## src/rtl/instr_fetch_unit.sv

```systemverilog
// Single-issue instruction fetch stage: walks a 16-entry instruction memory and hands one
// registered instruction per cycle to the execute stage. It stops permanently on the 8'hFF HALT opcode.
module instr_fetch_unit (
    input  logic       main_clk,
    input  logic       rst,
    input  logic       run,
    output logic [3:0] mem_addr,
    input  logic [7:0] mem_data,
    output logic [7:0] instr,
    output logic       instr_valid,
    input  logic       instr_ready,
    input  logic       redirect,
    input  logic [3:0] redirect_addr,
    output logic [3:0] pc,
    output logic       halted,
    output logic [7:0] retired
);

    typedef enum logic [1:0] {StIdle, StRun, StHalted} state_e;

    localparam logic [7:0] HaltOp     = 8'hFF;
    localparam logic [7:0] RetiredMax = 8'hFF;

    state_e     state_q, state_d;
    logic [3:0] pc_q, pc_d;
    logic [7:0] instr_q, instr_d;
    logic       instr_valid_q, instr_valid_d;
    logic       halted_q, halted_d;
    logic [7:0] retired_q, retired_d;

    logic consume;
    logic fetch;

    always_comb begin
        state_d       = state_q;
        pc_d          = pc_q;
        instr_d       = instr_q;
        instr_valid_d = instr_valid_q;
        halted_d      = halted_q;
        retired_d     = retired_q;

        consume = (state_q == StRun) && instr_valid_q && instr_ready;
        fetch   = (state_q == StRun) && run && !redirect && (!instr_valid_q || instr_ready);

        if (consume && (retired_q != RetiredMax)) begin
            retired_d = retired_q + 8'd1;
        end

        unique case (state_q)
            StIdle: begin
                if (redirect) begin
                    pc_d = redirect_addr;
                end
                if (run) begin
                    state_d = StRun;
                end
            end
            StRun: begin
                // Redirect flushes any held instruction; a same-edge consume has already retired it.
                if (redirect) begin
                    pc_d          = redirect_addr;
                    instr_valid_d = 1'b0;
                end else if (fetch) begin
                    if (mem_data == HaltOp) begin
                        instr_valid_d = 1'b0;
                        halted_d      = 1'b1;
                        state_d       = StHalted;
                    end else begin
                        instr_d       = mem_data;
                        instr_valid_d = 1'b1;
                        pc_d          = pc_q + 4'd1;
                    end
                end else if (consume) begin
                    instr_valid_d = 1'b0;
                end
            end
            StHalted: begin
            end
            default: begin
                state_d = StIdle;
            end
        endcase
    end

    always_ff @(posedge main_clk or posedge rst) begin
        if (rst) begin
            state_q       <= StIdle;
            pc_q          <= 4'd0;
            instr_q       <= 8'h00;
            instr_valid_q <= 1'b0;
            halted_q      <= 1'b0;
            retired_q     <= 8'd0;
        end else begin
            state_q       <= state_d;
            pc_q          <= pc_d;
            instr_q       <= instr_d;
            instr_valid_q <= instr_valid_d;
            halted_q      <= halted_d;
            retired_q     <= retired_d;
        end
    end

    assign mem_addr    = pc_q;
    assign pc          = pc_q;
    assign instr       = instr_q;
    assign instr_valid = instr_valid_q;
    assign halted      = halted_q;
    assign retired     = retired_q;

endmodule

```

## config.mk

```make
export PLATFORM = sky130hd
export DESIGN_NAME = instr_fetch_unit
export DESIGN_NICKNAME = d
export VERILOG_FILES = /design/src/rtl/instr_fetch_unit.sv
export SDC_FILE = /design/constraint.sdc
export NUM_CORES = 1
export LEC_CHECK = 0
export BUFFER_PORTS_ARGS = -buffer_cell sky130_fd_sc_hd__buf_2
export CAP_MARGIN = 30
export CORE_ASPECT_RATIO = 0.5
export CORE_MARGIN = 5
export CORE_UTILIZATION = 35
export DETAILED_ROUTE_END_ITERATION = 16
export PLACE_DENSITY = 0.66
export SLEW_MARGIN = 20
export SYNTH_ARGS = -nofsm -noshare
export SYNTH_HDL_FRONTEND = slang
export SYNTH_SLANG_ARGS = --single-unit
```

## constraint.sdc

```tcl
create_clock -name main_clk -period 2 [get_ports main_clk]
set_input_delay 0.2 -clock main_clk [delete_from_list [all_inputs] [get_ports main_clk]]
set_output_delay 0.2 -clock main_clk [all_outputs]
set_load 0.01 [all_outputs]
```

==> run_results.csv, run 1 <==
group,metric,value,unit
clocking,clk_pin_slew,0.08,ns
clocking,cts.sinks,24,
power,p_int,0.677,mW
place,gp_congestion,0.807,
timing,tightestPinTransition,0.429,ns
clocking,post_cts_buffers,0,
logic_synthesis,yosysMostFrequentCell,"dfrtp_1",
logic_synthesis,netlist_top_cells_area,"dfrtp_1 51%, nand2_1 6.7%, nand3_1 3.4%",
timing,fin_tns_setup,0,ns
power,irDropWorstVdd,0.000252,V
clocking,numCtsBuffers,3,
place,placed_cells,190,
worst_setup_path,cp-start-kind,"flip-flop",
routing,ant_nets,0,
layout,num_antenna_cells,0,
logic_synthesis,synth_top_cell_by_area,"dfrtp_1",
worst_setup_path,critPathArrivalTime,1.77,ns
run,drv_cap,0,
clocking,postCtsResizedCells,0,
layout,seqCellArea,601,um2
timing,max_freq,618,MHz
logic_synthesis,synthArstFlopShare,100,%
routing,drt_wl_total,2.59,mm
clocking,cts_tree,"yes",
worst_hold_path,hold_path_class,"input port to flip-flop",
power,switching_share,20.5,%
timing,drv_slew,0,
floorplanning,core_area,3120,um2
worst_hold_path,hp-start,"mem_data[7]",
floorplanning,start_util,37.9,%
logic_synthesis,yosysSeqAreaShare,50.8,%
logic_synthesis,synth_mux_area_share,1.80,%
layout,drive_gt1_share,38.1,%
timing,fin_crit_sh,80.9,%
routing,vias,965,
logic_synthesis,syn_nets,131,
worst_setup_path,end_kind,"flip-flop",
timing,hold_viol_final,0,
logic_synthesis,synthAdderAreaFrac,2.12,%
timing,worst_slew_margin_rel,71.4,%
logic_synthesis,yosys_warnings,0,
logic_synthesis,ys_types,39,
timing,clock_skew,0.00390,ns
routing,drcViolationCount,0,
logic_synthesis,netlist_area,1180,um2
worst_setup_path,reg2reg_from,"retired[0]",
logic_synthesis,synth_cells,112,
logic_synthesis,synth-edff-count,0,
layout,fill_cells,312,
logic_synthesis,synth_seq_cells,24,
clocking,htreeDepth,1,
clocking,insertion_delay,0.26,ns
global_routing,grt_max_degree,25,
logic_synthesis,synth_simple_gate_area_share,23.1,%
routing,wl_per_cell,13.3,um
layout,areaGrowthSynthToFinish,25.2,%
worst_hold_path,holdPathStages,3,
worst_setup_path,worstSetupPathType,"flip-flop to flip-flop",
timing,period_needed,1.62,ns
logic_synthesis,synth_common_cells,"24 x dfrtp_1, 21 x nand2_1, 8 x nand3_1",
worst_setup_path,worst-path-max-fanout,4,
global_routing,antenna_found_initial,0,
logic_synthesis,synth_xor_xnor_area_share,5.19,%
layout,multi_input_area,520,um2
global_routing,grt_use_total,11.0,%
logic_synthesis,synth_top_family_by_area,"simple AND/OR/NAND/NOR gates",
routing,drt-pass1-iter-count,5,
floorplanning,die_w,92.2,um
layout,nets,175,
outcome,outcome,"complete, no violations",
timing,setup_viol,0,
worst_setup_path,crit_path_start,"retired[0]",
floorplanning,pin_count,43,
layout,design_area,1480,um2
floorplanning,dieArea,4710,um2
worst_setup_path,cp_data_required_time,2.15,ns
place,portBuffers,42,
clocking,cts_max_path_buffers,2,
floorplanning,die-height,51.1,um
place,dp.final_hpwl,2.01,mm
power,combPwrFrac,4.8,%
place,placed_area,1420,um2
logic_synthesis,netlist.area_leader.share,50.8,%
clocking,cts_root_buffer,"clkbuf_8",
logic_synthesis,syn_avg_cell_area,10.6,um2
worst_setup_path,reg2reg_depth,5,
routing,via_per_inst,4.95,
timing,rsz0062_at_grt,"false",
logic_synthesis,synth_compound_area_share,11.9,%
global_routing,grt_pass1_wl,4.20,mm
floorplanning,rows,14,
global_routing,grt_pass1_vias,938,
routing,drt-initial-drc-count,26,
power,pwr-share-clk,38.4,%
logic_synthesis,yosys_most_used_dff,"dfrtp_1",
global_routing,grt_overflow,0,
layout,final_cells,195,
power,power.switching,0.175,mW
power,seqPwrFrac,56.9,%
power,powerDensity,576,nW/um2
power,p_leak,0.853,nW
==> sequential cells by signal (all words and copies together) (netlist names) <==
name         count
retired          8
instr            8
halted           1
state_q          2
mem_addr         4
instr_valid      1
==> power by group through the flow <==
| stage | sequential [mW] | clock (mW) | combinational [mW] |
|---|---|---|---|
| after floorplan | 0.494 | 0 | 0.0125 |
| after detailed placement | 0.494 | 0 | 0.0403 |
| final | 0.485 | 0.327 | 0.0406 |
| after CTS | 0.485 | 0.340 | 0.0418 |
| after global routing | 0.485 | 0.361 | 0.0460 |
| after global placement | 0.494 | 0 | 0.0396 |
==> layout make-up <==
type                       instances  share of cell area, %
clock buffer                       4                   3.72
inverter                           3                  0.761
multi-input combinational         78                   35.2
sequential                        24                   40.6
tap                               40                   3.38
timing repair buffer              46                   16.4
==> placed cells by master (no fill, tap or decap), types with 2 or more instances in the layout <==
cell	synthesis	final
buf_2	1	42
dfrtp_1	24	24
nand2_1	21	21
nand3_1	8	8
nor2_1	5	5
xnor2_1	4	4
clkbuf_8	0	4
inv_1	3	3
and3_1	3	3
xor2_1	3	3
buf_4	4	3
nand2b_1	2	2
nand4_2	2	2
o21ai_0	2	2
a21oi_1	2	2
o22a_2	2	2
a31oi_1	2	2
ha_1	2	2
==> final timing paths <==
check | to | slack (ns)
worst min register to register | instr[7] | 0.48
worst min-delay path | instr[7] | 0.14
min in group asynchronous | state_q[1] | 0.52
max in group asynchronous | retired[1] | 1.25
worst max register to register | retired[5] | 0.38
worst max-delay path | retired[5] | 0.38
==> metrics by stage <==
step	total power [mW]	setup WS, ns	utilization (%)	hold WS [ns]
6_report	0.852	0.382	47.5	0.144
5_1_grt	0.891	0.267	47.5	0.144
4_1_cts	0.866	0.351	47.5	0.143
3_5_place_dp	0.535	0.388	45.4	0.264
3_3_place_gp	0.534	0.383	45.4	0.259
2_1_floorplan	0.507	0.431	-	0.215
==> worst max-delay path, stage by stage (launching register included) <==
cell	delay, ns
dfrtp_1	0.43
ha_1	0.22
and3_1	0.20
a211oi_1	0.37
nand3_1	0.15
xnor2_1	0.14
==> timing repair <==
| item | 4_1_cts | 5_1_grt |
|---|---|---|
| hold buffers | 1 | 0 |
| endpoints found under the hold margin | 24 | 0 |
| endpoints found under the setup margin | 0 | 0 |
==> layer usage <==
metal	wire [um]	GRT usage, %
met5	0	0
met4	0	2.96
met1	1200	13.4
met3	140	3.52
met2	1240	19.2
==> cell families (layout without fill, tap and decap cells) <==
kind of cell,count (synthesis),count (layout)
AOI/OAI and AO/OA,18,18
adders and majority gates,2,2
DFF,24,24
muxes,2,2
xor gates and xnor gates,7,7
buffers and inverters,10,53
and+or+nand+nor,49,49
Note: power is estimated with default switching activity, not from simulation.
==> inputs of run 2 (changes only) <==
--- a/config.mk
+++ b/config.mk
@@ -11,7 +11,7 @@
 export CORE_MARGIN = 5
 export CORE_UTILIZATION = 35
 export DETAILED_ROUTE_END_ITERATION = 16
-export PLACE_DENSITY = 0.66
+export PLACE_DENSITY = 0.68
 export SLEW_MARGIN = 20
 export SYNTH_ARGS = -nofsm -noshare
 export SYNTH_HDL_FRONTEND = slang
==> constraint.sdc (replaced) <==
create_clock -name main_clk -period 1.4 [get_ports main_clk]
set_input_delay 0.14 -clock main_clk [delete_from_list [all_inputs] [get_ports main_clk]]
set_output_delay 0.14 -clock main_clk [all_outputs]
set_load 0.01 [all_outputs]
==> run 2 against run 1 <==
  * The flow now finishes with violations (negative setup slack)
  * Critical path depth shrank 1
  * Die area is the same
  * Design area grew 14%
  * Wire length grew 13%
  * Sequential power grew 43%
  * Global-route usage grew 1.0 points
  * Clock skew grew 0.0061 ns
  * Worst setup slack lost 0.48 ns
  * Sequential share of layout area shrank 5.1 points
  * First-iteration DRC count grew 81%
  * Maximum frequency grew 7.8%
  * Via count grew 5.9%
==> run_results.csv, run 2 (same netlist as run 1, synthesis figures left out) <==
group,metric,value,unit
layout,final_cell_mix,"42 x buf_2, 24 x dfrtp_1, 14 x nand2_1, 13 x buf_4, 8 x nand3_1",
worst_hold_path,holdPathStages,3,
worst_setup_path,crit_buf_inv,0,
worst_setup_path,cp_data_required_time,1.56,ns
layout,multi_input_area,613,um2
clocking,cts_max_path_buffers,2,
clocking,cts.sinks,24,
routing,via_per_inst,4.89,
floorplanning,die-height,51.1,um
floorplanning,dieArea,4710,um2
layout,layout_commonest_cell,"buf_2",
clocking,cts_root_buffer,"clkbuf_8",
power,seqPwrFrac,55.8,%
timing,fin_ws,-0.101,ns
worst_setup_path,cp-start-kind,"flip-flop",
global_routing,grt_pass1_vias,977,
global_routing,grt_overflow,0,
clocking,htreeDepth,1,
layout,fill_cells,289,
power,p_int,0.970,mW
place,dp.final_hpwl,2.11,mm
floorplanning,core_area,3120,um2
floorplanning,start_util,37.9,%
routing,vias,1022,
routing,drt_wl_total,2.93,mm
clocking,insertion_delay,0.28,ns
outcome,outcome,"finished, violations left",
power,powerDensity,733,nW/um2
timing,max_freq,666,MHz
routing,drt-pass1-iter-count,4,
worst_setup_path,critPathArrivalTime,1.66,ns
power,irDropWorstVdd,0.000367,V
timing,hold_ws,0.0764,ns
layout,areaGrowthSynthToFinish,43.2,%
global_routing,grt_max_degree,17,
layout,drive_gt1_share,52.1,%
clocking,cts_tree,"yes",
run,drv_cap,0,
power,power.switching,0.271,mW
worst_setup_path,crit_cells,4,
global_routing,antenna_found_initial,0,
timing,rsz0062_at_grt,"true",
layout,num_antenna_cells,0,
timing,worst_slew_margin_rel,76.8,%
worst_setup_path,crit_chain,"nor3b_4, nand3_2, or3_4, o211a_1",
place,gp_congestion,0.808,
worst_setup_path,crit_path_top_delay_cell,"dfrtp_1",
power,combPwrFrac,5.2,%
outcome,failed_checks,"negative setup slack",
routing,ant_nets,0,
timing,period_needed,1.50,ns
global_routing,grt_use_total,12.1,%
worst_setup_path,end_kind,"flip-flop",
clocking,numCtsBuffers,3,
routing,drcViolationCount,0,
place,portBuffers,42,
worst_hold_path,hold_path_class,"input port to flip-flop",
timing,setup_viol,11,
timing,tightestPinTransition,0.348,ns
floorplanning,die_w,92.2,um
routing,drt-initial-drc-count,47,
worst_setup_path,worstSetupPathType,"flip-flop to flip-flop",
worst_setup_path,max_stage_delay,0.43,ns
timing,fin_crit_sh,107,%
timing,clock_skew,0.0100,ns
clocking,clk_pin_slew,0.09,ns
worst_setup_path,crit_family,"simple AND/OR/NAND/NOR gates",
worst_setup_path,reg2reg_depth,4,
power,switching_share,21.9,%
power,power.total,1.24,mW
global_routing,grt_pass1_wl,4.53,mm
power,p_leak,0.937,nW
worst_setup_path,worst-path-max-fanout,4,
floorplanning,pin_count,43,
timing,drv_slew,0,
timing,hold_viol_final,0,
layout,seqCellArea,601,um2
floorplanning,rows,14,
layout,nets,189,
routing,wl_per_cell,14.0,um
power,pwr-share-clk,39.1,%
==> run 2: cell count changes in the layout (fill, tap and decap cells not counted), moves of 2 or more <==
cell	change
and3_1	-2
buf_6	+4
and3_4	+2
nand2_2	+7
nand2_1	-7
buf_4	+10
==> run 2: layer usage <==
layer / track usage [%] / part of all wire (%) / vias up
met5: 0 / 0 / -
met4: 4.43 / 1.4 / 0
met3: 3.23 / 4.2 / 4
met2: 20.9 / 50 / 20
met1: 14.7 / 45 / 493
li1: - / - / 505
==> run 2: path summary, 6_finish.rpt <==
kind	from	endpoint	slack, ns
worst max register to register	state_q[1]	state_q[0]	-0.10
max in group asynchronous	rst	state_q[1]	0.50
min in group asynchronous	rst	retired[4]	0.37
worst min-delay path	mem_data[7]	instr[7]	0.08
worst max-delay path	state_q[1]	state_q[0]	-0.10
worst min register to register	halted	halted	0.47
==> run 2: worst min-delay path, cell delays in order <==
cell     delay, ns
buf_2         0.09
nand2_1       0.05
nand2_1       0.05
==> run 2: cell type report <==
cell class / count / area share, %
timing repair buffer: 60 / 21.4
sequential: 24 / 35.5
inverter: 3 / 0.665
clock buffer: 4 / 3.25
tap: 40 / 2.96
multi-input combinational: 78 / 36.2
==> run 2: timing repair <==
item,CTS,global route
resized for setup,0,13
buffers inserted,2,1
hold endpoints to repair,8,0
endpoints found under the setup margin,13,23
hold buffers,1,0
pin swaps,4,16
==> run 2: power groups by stage <==
stage / logic (mW) / clock network (mW) / registers, mW
4_1_cts: 0.0635 / 0.496 / 0.692
2_1_floorplan: 0.0180 / 0 / 0.706
3_5_place_dp: 0.0610 / 0 / 0.706
3_3_place_gp: 0.0596 / 0 / 0.706
5_1_grt: 0.0726 / 0.522 / 0.693
6_report: 0.0641 / 0.485 / 0.692
==> run 2: through the flow <==
| stage | area [um2] | utilization (%) | setup TNS, ns | std cells | worst slack [ns] |
|---|---|---|---|---|---|
| floorplan | 1250 | - | -0.0904 | 112 | -0.0299 |
| global placement | 1580 | 50.5 | -0.111 | 203 | -0.0214 |
| detailed placement | 1580 | 50.5 | -0.126 | 203 | -0.0214 |
| CTS | 1660 | 53.1 | -0.246 | 210 | -0.0340 |
| global route | 1690 | 54.3 | -1.79 | 209 | -0.151 |
| finish | 1690 | 54.3 | -0.269 | 209 | -0.101 |
==> inputs of run 3 (changes only) <==
--- a/config.mk
+++ b/config.mk
@@ -8,7 +8,7 @@
 export BUFFER_PORTS_ARGS = -buffer_cell sky130_fd_sc_hd__buf_2
 export CAP_MARGIN = 30
 export CORE_ASPECT_RATIO = 0.5
-export CORE_MARGIN = 5
+export CORE_MARGIN = 3
 export CORE_UTILIZATION = 35
 export DETAILED_ROUTE_END_ITERATION = 16
 export PLACE_DENSITY = 0.68
==> run 3 against run 2 <==
  * The flow still finishes with violations (negative setup slack)
  * First-iteration DRC count shrank 45%
  * Global-route usage grew 1.1 points
  * Design area grew 0.67%
  * Count of clock-buffer cells in the layout shrank 1
  * Sequential share of layout area shrank 0.23 points
  * Clock power shrank 16%
  * Cell count grew 2.4%
  * Hold slack gained 0.0051 ns
  * Total power shrank 6.4%
  * Sequential cell count is the same
==> run_results.csv, run 3 (same netlist as run 1, synthesis figures left out) <==
group,metric,value,unit
outcome,outcome,"finished, violations left",
outcome,failed_checks,"negative setup slack",
floorplanning,pin_count,43,
layout,final_cell_mix,"42 x buf_2, 24 x dfrtp_1, 21 x nand2_1, 21 x buf_4, 7 x nand3_1",
clocking,numCtsBuffers,3,
clocking,htreeDepth,1,
worst_setup_path,r2r_setup_slack,-0.04,ns
place,gp_congestion,0.748,
routing,drt-initial-drc-count,26,
layout,fill_cells,300,
clocking,cts_max_path_buffers,2,
timing,hold_ws,0.0815,ns
worst_setup_path,cp_data_required_time,1.56,ns
power,p_leak,0.955,nW
timing,drv_slew,0,
routing,drt-pass1-iter-count,4,
clocking,cts.sinks,24,
worst_setup_path,worstSetupPathType,"flip-flop to flip-flop",
timing,tightestPinTransition,0.469,ns
timing,period_needed,1.44,ns
place,placed_area,1590,um2
floorplanning,dieArea,4150,um2
layout,drive_gt1_share,51.1,%
power,power.total,1.16,mW
global_routing,grt_overflow,0,
floorplanning,die-height,47.1,um
power,switching_share,21.5,%
floorplanning,core_area,3120,um2
worst_setup_path,critPathArrivalTime,1.60,ns
worst_setup_path,worst-path-max-fanout,4,
global_routing,grt_max_degree,14,
global_routing,antenna_found_initial,0,
routing,drcViolationCount,0,
routing,drt_wl_total,2.66,mm
routing,via_per_inst,4.68,
floorplanning,start_util,37.9,%
timing,clock_skew,0.00269,ns
timing,rsz0062_at_grt,"true",
power,powerDensity,682,nW/um2
power,seqPwrFrac,59.6,%
layout,nets,195,
worst_hold_path,holdPathStages,3,
worst_setup_path,end_kind,"flip-flop",
timing,fin_tns_setup,-0.239,ns
floorplanning,rows,14,
timing,fin_crit_sh,103,%
power,p_int,0.913,mW
power,power.switching,0.249,mW
place,portBuffers,42,
global_routing,grt_use_total,13.1,%
layout,layout_commonest_cell,"buf_2",
power,pwr-share-clk,35.0,%
worst_setup_path,cp-start-kind,"flip-flop",
power,combPwrFrac,5.4,%
clocking,insertion_delay,0.27,ns
run,drv_cap,0,
global_routing,grt_pass1_wl,4.11,mm
worst_setup_path,reg2reg_from,"state_q[1]",
timing,max_freq,696,MHz
worst_hold_path,hp-start,"mem_data[4]",
clocking,clk_pin_slew,0.08,ns
timing,fin_ws,-0.0375,ns
place,place_ws,-0.0359,ns
worst_hold_path,hold_path_class,"input port to flip-flop",
routing,wl_per_cell,12.4,um
routing,ant_nets,0,
global_routing,grt_pass1_vias,936,
layout,design_area,1700,um2
timing,worst_slew_margin_rel,68.7,%
worst_setup_path,reg2reg_depth,4,
floorplanning,die_w,88.2,um
layout,areaGrowthSynthToFinish,44.1,%
routing,vias,1001,
power,irDropWorstVdd,0.000304,V
clocking,cts_tree,"yes",
timing,setup_viol,13,
worst_setup_path,crit_path_start,"state_q[1]",
place,dp.final_hpwl,2.08,mm
timing,hold_viol_final,0,
layout,num_antenna_cells,0,
clocking,cts_root_buffer,"clkbuf_8",
-- run 3: cell count changes in the layout (fill, tap and decap cells not counted), moves of 2 or more --
| cell | previous run | this run |
|---|---|---|
| buf_4 | 13 | 21 |
| nand2_1 | 14 | 21 |
| nand2_2 | 7 | 0 |
| buf_6 | 4 | 2 |
-- run 3: power groups by stage --
stage	sequential (mW)	combinational, mW	clock [mW]
finish	0.692	0.0627	0.407
CTS	0.692	0.0649	0.424
global placement	0.706	0.0616	0
detailed placement	0.706	0.0627	0
global route	0.693	0.0723	0.445
floorplan	0.706	0.0180	0
-- run 3: critical path, stage by stage (launching register included) --
cell and delay, ns:
dfrtp_1 0.42, nor3b_4 0.28, nand3_2 0.12, or3_4 0.36, o211a_1 0.14
-- run 3: final timing paths --
| kind | end |
|---|---|
| worst max register to register | state_q[0] |
| worst min-delay path | instr[4] |
| min in group asynchronous | instr[7] |
| max in group asynchronous | state_q[0] |
| worst min register to register | instr[3] |
| worst max-delay path | state_q[0] |
-- run 3: layer usage --
metal	part of all wire [%]	GRT usage, %	wire [um]	vias to the layer above
met5	0	0	0	-
met4	0.60	2.71	16	0
met3	4.5	3.85	119	2
met2	51	22.7	1340	15
met1	44	16.8	1180	469
li1	-	-	-	515
-- run 3: what timing repair did --
action	in CTS	in global routing
hold buffers	1	0
gates resized for setup	0	8
endpoints found under the hold margin	11	0
buffers inserted	1	4
pin swaps	6	5
endpoints found under the setup margin	16	23
-- run 3: final cells by class --
cell class | instances | area, um2 | area share [%]
Clock buffer | 3 | 41.3 | 2.42
Inverter | 3 | 11.3 | 0.661
Multi-Input combinational cell | 78 | 601 | 35.2
Sequential cell | 24 | 601 | 35.2
Tap cell | 40 | 50.0 | 2.94
Timing Repair Buffer | 66 | 400 | 23.5
-- run 3: stage by stage --
stage               instances  utilization, %
detailed placement        205            51.0
CTS                       210            52.9
floorplan                 112               -
finish                    214            54.7
global route              214            54.7
global placement          205            51.0
